File: src/rtl/dco_gen.sv
// dco_gen: programmable square-wave generator with one-cycle phase advance/retard trimming.
module dco_gen #(
    parameter int WIDTH          = 16,
    parameter int DEFAULT_PERIOD = 50
) (
    input  logic             clk_50K,
    input  logic             rst_n,
    input  logic             enable,
    input  logic [WIDTH-1:0] period,
    input  logic             load,
    input  logic             advance,
    input  logic             retard,
    output logic             signal_out,
    output logic             edge_pulse
);
    typedef enum logic {IDLE, RUN} state_t;
    state_t           state_q, state_d;
    logic [WIDTH-1:0] cnt_q, cnt_d, per_act_q, per_act_d, per_pend_q, per_pend_d;
    logic             pend_valid_q, pend_valid_d, signal_out_q, signal_out_d, edge_pulse_q, edge_pulse_d;
    logic [1:0]       step;
    logic [WIDTH:0]   sum;
    logic             wrap;

    assign step = (advance && !retard) ? 2'd2 : (retard && !advance) ? 2'd0 : 2'd1;
    assign sum  = {1'b0, cnt_q} + (WIDTH+1)'(step);
    assign wrap = sum >= {1'b0, per_act_q};

    always_comb begin
        state_d      = state_q;
        cnt_d        = '0;
        per_act_d    = per_act_q;
        per_pend_d   = per_pend_q;
        pend_valid_d = pend_valid_q;
        signal_out_d = 1'b0;
        edge_pulse_d = 1'b0;
        if (state_q == IDLE) begin
            if (enable) begin
                state_d      = RUN;
                signal_out_d = 1'b1;
                edge_pulse_d = 1'b1;
                per_act_d    = pend_valid_q ? per_pend_q : per_act_q;
                pend_valid_d = 1'b0;
            end
        end else if (!enable) begin
            state_d = IDLE;
        end else begin
            if (wrap) begin
                edge_pulse_d = 1'b1;
                per_act_d    = pend_valid_q ? per_pend_q : per_act_q;
                pend_valid_d = 1'b0;
            end else begin
                cnt_d = sum[WIDTH-1:0];
            end
            signal_out_d = cnt_d < (per_act_d >> 1);
        end
        // a load in the same cycle as a wrap stays pending for the following period
        if (load) begin
            per_pend_d   = (period < WIDTH'(2)) ? WIDTH'(2) : period;
            pend_valid_d = 1'b1;
        end
    end

    always_ff @(posedge clk_50K or negedge rst_n) begin
        if (!rst_n) begin
            state_q      <= IDLE;
            cnt_q        <= '0;
            per_act_q    <= WIDTH'(DEFAULT_PERIOD);
            per_pend_q   <= WIDTH'(DEFAULT_PERIOD);
            pend_valid_q <= 1'b0;
            signal_out_q <= 1'b0;
            edge_pulse_q <= 1'b0;
        end else begin
            state_q      <= state_d;
            cnt_q        <= cnt_d;
            per_act_q    <= per_act_d;
            per_pend_q   <= per_pend_d;
            pend_valid_q <= pend_valid_d;
            signal_out_q <= signal_out_d;
            edge_pulse_q <= edge_pulse_d;
        end
    end

    assign signal_out = signal_out_q;
    assign edge_pulse = edge_pulse_q;
endmodule

File: config.mk
export PLATFORM = sky130hd
export DESIGN_NAME = dco_gen
export DESIGN_NICKNAME = d
export VERILOG_FILES = /design/src/rtl/dco_gen.sv
export SDC_FILE = /design/constraint.sdc
export NUM_CORES = 1
export LEC_CHECK = 0
export CORE_MARGIN = 3
export CORE_UTILIZATION = 25
export DETAILED_ROUTE_END_ITERATION = 7
export SLEW_MARGIN = 20
export SYNTH_ARGS = -nofsm -noshare
export SYNTH_HDL_FRONTEND = slang
export SYNTH_SLANG_ARGS = --single-unit
export TNS_END_PERCENT = 1
File: constraint.sdc
create_clock -name clk_50K -period 6.05 [get_ports clk_50K]
set_clock_uncertainty 0.05 [all_clocks]
set_input_delay 0.605 -clock clk_50K [delete_from_list [all_inputs] [get_ports clk_50K]]
set_output_delay 0.605 -clock clk_50K [all_outputs]
set_load 0.005 [all_outputs]
Word-level counts from Yosys, hierarchy flattened:

Index checks and enable logic that the tools add are counted.

* $add $sub $neg: 1
* $lt $le $gt $ge: 3
* eq/ne operators: 2
* mux-type cells: 26
* reduce and logical (&&, ||, !) cells: 7

Operators by type and width (number)
* two-way mux 16 bit: 13
* adder 16 x 2 -> 17 bit: 1
* greater-or-equal comparator 17 x 16 -> 1 bit: 1
* less-than comparator 16 x 15 -> 1 bit: 1
* less-than comparator 16 x 2 -> 1 bit, second input constant: 1
* two-way mux 1 bit: 12
* AND reduction 2 bit: 2
* != test 3 x 2 -> 1 bit, second input constant: 1
* logical AND 1 bit: 2
* logical NOT 1 bit: 2
* two-way mux 2 bit: 1
* != test 2 x 1 -> 1 bit, second input constant: 1
* nonzero test 2 bit: 1

* register bits: 52
* input bits: 22
* output and inout bits: 2
* word-level logic and storage cells: 47

Longest topological paths before layout:

* depth after elaboration: 12
* depth in mapped cells: 26
* gate-level depth less buffers: 24

Worst setup path before layout:

Ideal clock, no wire load.

* path kind: input port to flip-flop
* start: input port retard
* end: register signal_out_q (netlist: signal_out)
* setup time: 82 ps
* arrival time: 5113 ps
* data required time: 5918 ps
* path slack: 805 ps
* cell stages on the path: 26
* path buffers: 2
* cells stage by stage: inv_1 -> ha_1 -> ha_1 -> fa_1 -> nand4_1 -> nor2_1 -> xnor2_1 -> inv_1 -> ha_1 -> a21oi_1 -> o41ai_1 -> a221oi_1 -> o21ai_2 -> or2_4 -> buf_4 -> nand2_2 -> buf_6 -> mux2i_1 -> ha_1 -> a21oi_1 -> nor2b_1 -> o21ai_0 -> nand2b_1 -> a2111oi_0 -> o21ai_0 -> a31oi_1

* longest elaborated chain between the ends: 11
* elaborated cells between the ends (all ways): 16
* those cells by class: add/sub: 1; order compare: 2; mux: 10; reduce/logical: 3

RTL lines
* from (decl): line 12 `input logic retard,`
* logical AND 1 bit or logical NOT 1 bit (tied branches): line 24 `assign step = (advance && !retard) ? 2'd2 : (retard && !advance) ? 2'd0 : 2'd1;`
* two-way mux 1 bit or logical AND 1 bit (tied branches): line 24
* two-way mux 2 bit *: line 24
* adder 16 x 2 -> 17 bit *: line 25 `assign sum = {1'b0, cnt_q} + (WIDTH+1)'(step);`
* greater-or-equal comparator 17 x 16 -> 1 bit: line 26 `assign wrap = sum >= {1'b0, per_act_q};`
* two-way mux 16 bit: line 47 `if (wrap) begin`
* two-way mux 16 bit: line 44 `end else if (!enable) begin`
* two-way mux 16 bit: line 36 `if (state_q == IDLE) begin`
* less-than comparator 16 x 15 -> 1 bit *: line 54 `signal_out_d = cnt_d < (per_act_d >> 1);`
* two-way mux 1 bit *: line 44
* two-way mux 1 bit *: line 36
* net signal_out_d: line 19 `logic pend_valid_q, pend_valid_d, signal_out_q, signal_out_d, edge_pulse_q, edge_pulse_d;`
* to (signal assigned): line 78 `signal_out_q <= signal_out_d;`
* to (decl): line 19

Mark *: on every way through the listed nets, which the timed path passes. The rest lies on a longest branch. The select of a mux whose other input is x is not followed.
A chain may end at the register's enable or synchronous reset.

Final worst setup path:

Same ends and word-level chain as after synthesis.

==> metrics.md <==
| Metric | Value |
|---|---|
| Final layout net count | approximately 400 |
| Root cell of the clock tree | sky130_fd_sc_hd__clkbuf_16 |
| Synthesis Warnings | 0 |
| Adder and majority gate portion of the synthesized area | 0.134 |
| Count of antenna-violating nets left after detailed routing | 0 |
| Share of the synthesized netlist area taken by xor and xnor gates | 0.0379 |
| Status | completed |
| Data arrival time of the worst path | a little under 6 ns |
| Distinct cell type count after synthesis | 44 |
| Number of DRC violations after detailed-routing iteration 0 | around 110 |
| Combinational family with the most area after synthesis | multiplexers |
| Share of post-route cells with drive strength above 1 | 0.178 |
| Fin crit share | 0.951 |
| First-pass iteration count of the detailed router | 4 |
| Wire length reported by the detailed router | around 7100 um |
| Fmax | roughly 170 MHz |
| Count of maximum capacitance violations | 0 |
| Min Tclk post-route | around 5.8 ns |
| Critical path capture point type | flip-flop |
| Setup Total Neg Slack | 0 ns |
| HPWL reported at the end of detailed placement | 5460 um |
| Clock latency of the later-clocked register in the worst-skew pair | 0.29 ns |
| Overall die area | between 0.01 and 0.015 mm2 |
| Sinks on the clock net | 52 |
| Final hold violations | 0 |
| Register area share after synthesis | 0.405 |
| Leakage power of the design | between 1.5 and 2 nW |
| Largest net degree at the start of global routing | 53 |
| Via count of the first global-routing pass | about 2300 |
| Std-Cell Rows | 40 |
| Worst r2r path cells | 22 |
| Weighted congestion reported at the end of routability-driven placement | between 0.8 and 0.9 |
| Total of hold buffers inserted after clock tree synthesis | 0 |
| Number of placed cells counting well taps | slightly above 500 |
| Number of antenna violations at the first check in global routing | 0 |
| Share of async-settable or async-resettable flops after synthesis | 1.00 |
| Vias after detailed routing | around 2300 |
| Leading cell type in the layout, fill and taps excluded | sky130_fd_sc_hd__dfrtp_1 |
| Mapped Cells | roughly 310 |
| IO Count | 24 |
| Maximum root-to-sink buffer count | 2 |
| Worst IR Drop VDD | approximately 150 uV |
| Total overflow reported by the global router | 0 |
| Inserted Clock Buffers | 5 |
| Average wire per cell in the routed design | 13.9 um |
| Number of vias per cell after detailed routing | 4.49 |
| Core footprint | ~0.012 mm2 |
| Slew @ Worst Pin | between 0.8 and 0.9 ns |
| Mean cell area of the mapped netlist | ~10 um2 |
| PortBufs | 23 |
| Critical path data required time | about 6.2 ns |
| Simple-gate portion of the synthesized area | 0.125 |
| H-tree levels | 2 |
| DRC Markers | 0 |
| RSZ-0062 raised after global routing | no |
| Die Wd | roughly 120 um |
| TritonCTS clock tree | done |
| Predominant post-synthesis flop cell | sky130_fd_sc_hd__dfrtp_1 |
| Synth-to-Final Area Change | 19.2% |
| Slew margin rel. | 0.443 |
| Sequential cell area | about 0.0013 mm2 |
| Global routing usage summed across all routing layers | 0.102 |
| Summed instance area of the synthesized netlist | 0.00323 mm2 |
| Power density relative to cell area | 233 mW/mm2 |
| Startpoint type of the worst setup path | input port |
| Final Non-Filler Cells | about 510 |
| #FFs+latches synth | between 50 and 60 |
| Diode insertion count for antenna repair | 0 |
| Proportion of synthesized area in mux cells | 0.160 |
| Filler instances | between 1000 and 1500 |
| Net count after synthesis | between 300 and 400 |
| Number of synthesized flops with an enable pin | 0 |
| First-pass GRT wire length | between 10000 and 15000 um |
| Pins Over Slew Limit | 0 |
| HP Class | in -> async |
| Highest-count cells in the layout ignoring fill and taps | sky130_fd_sc_hd__dfrtp_1 (46), sky130_fd_sc_hd__nor2_1 (38), sky130_fd_sc_hd__inv_1 (37), sky130_fd_sc_hd__ha_1 (33), sky130_fd_sc_hd__clkdlybuf4s50_1 (22) |
| Starting Density | 0.263 |
| Path type of the worst setup path | in -> reg |
| Area occupied by multi-input gates | between 0.0015 and 0.002 mm2 |
| Vertical die dimension | 120 um |
| Clk pin slew, worst setup/hold paths | roughly 0.07 ns |
| Post-synthesis compound-gate area fraction | 0.0778 |
| Maximum fanout count along the critical path | 5 |
| Number of setup violations in the final report | 0 |
## layer usage
metal / share of wire / track usage / vias up
li1: - / - / 1125
met1: 0.52 / 0.153 / 1111
met2: 0.42 / 0.148 / 53
met3: 0.047 / 0.0198 / 4
met4: 0.010 / 0.0301 / 0
met5: 0 / 0 / -
## cells by family after synthesis
logic type               count (synthesis)
XOR/XNOR                                14
AO/OA/AOI/OAI                           35
adder cells (fa/ha/maj)                 34
multiplexers                            44
AND/OR/NAND/NOR                         87
buffers and inverters                   45
flip-flops                              52
## path summary, 6_finish.rpt
| kind | start | endpoint | slack [ns] |
|---|---|---|---|
| max in group asynchronous | rst_n | per_act_q[15] | 5.10 |
| setup / recovery | retard | signal_out | 0.30 |
| min in group clk_50K | per_pend_q[0] | per_act_q[0] | 0.46 |
| setup reg to reg | cnt_q[0] | signal_out | 1.00 |
| hold reg to reg | per_pend_q[0] | per_act_q[0] | 0.46 |
| hold / removal | rst_n | cnt_q[4] | 0.39 |
## cell type report
class,instances,area share
Multi-Input combinational cell,214,0.452
Sequential cell,52,0.340
Timing Repair Buffer,32,0.0792
Tap cell,168,0.0546
Inverter,37,0.0361
Clock buffer,5,0.0325
Clock inverter,3,0.00585
## stage by stage
stage | utilization | setup WS, ns | power (mW) | hold slack [ns] | area (um2)
finish | 0.313 | 0.296 | 0.898 | 0.386 | 3850
global placement | 0.300 | 0.180 | 0.612 | 0.441 | 3690
detailed placement | 0.300 | 0.0400 | 0.618 | 0.451 | 3690
global route | 0.313 | 0.0405 | 0.954 | 0.451 | 3850
floorplan | - | 0.805 | 0.550 | 0.259 | 3230
CTS | 0.312 | 0.319 | 0.912 | 0.423 | 3840
## cell usage after synthesis, drive strengths merged (4+ instances only)
library cell | instances | share of area
xor2 | 7 | 0.019
nor4 | 4 | 0.0077
dfstp | 6 | 0.049
inv | 37 | 0.043
o21ai | 8 | 0.014
nand2 | 16 | 0.019
nor2 | 38 | 0.044
a21o | 4 | 0.0093
xnor2 | 7 | 0.019
dfrtp | 46 | 0.36
nand3 | 8 | 0.012
mux2 | 30 | 0.12
nand4 | 8 | 0.015
ha | 33 | 0.13
mux2i | 14 | 0.043
clkbuf | 5 | 0.0058
a21oi | 10 | 0.015
## state kept, by name (all words and copies together) (netlist names)
register	flops
per_act_q	16
state_q	1
signal_out	1
cnt_q	16
per_pend_q	16
pend_valid_q	1
edge_pulse	1
## critical path: stages
cell	delay, ns
sky130_fd_sc_hd__clkdlybuf4s50_1	0.46
sky130_fd_sc_hd__inv_1	0.04
sky130_fd_sc_hd__ha_1	0.27
sky130_fd_sc_hd__ha_1	0.21
sky130_fd_sc_hd__fa_1	0.44
sky130_fd_sc_hd__nand4_1	0.25
sky130_fd_sc_hd__nor2_1	0.14
sky130_fd_sc_hd__xnor2_2	0.24
sky130_fd_sc_hd__inv_1	0.07
sky130_fd_sc_hd__ha_1	0.30
sky130_fd_sc_hd__a21oi_1	0.17
sky130_fd_sc_hd__o41ai_1	0.10
sky130_fd_sc_hd__a221oi_1	0.39
sky130_fd_sc_hd__o21ai_2	0.15
sky130_fd_sc_hd__or2_4	0.26
sky130_fd_sc_hd__nand2_2	0.17
sky130_fd_sc_hd__mux2i_1	0.22
sky130_fd_sc_hd__ha_1	0.27
sky130_fd_sc_hd__a21oi_1	0.13
sky130_fd_sc_hd__nor2b_1	0.06
sky130_fd_sc_hd__o21ai_0	0.17
sky130_fd_sc_hd__nand2b_1	0.09
sky130_fd_sc_hd__a2111oi_0	0.39
sky130_fd_sc_hd__o21ai_0	0.15
sky130_fd_sc_hd__a31oi_1	0.18
## where the power goes
group | internal (mW) | switching [mW] | total (mW)
logic | 0.0981 | 0.0889 | 0.187
registers | 0.391 | 0.0327 | 0.424
clock network | 0.155 | 0.132 | 0.287
total | 0.644 | 0.254 | 0.898
## timing repair
action | CTS | global route
setup buffers | 0 | 0
hold endpoints to repair | 0 | 0
resized for setup | 0 | 2
endpoints found under the setup margin | 0 | 1
Power figures use the tool's default switching activity.
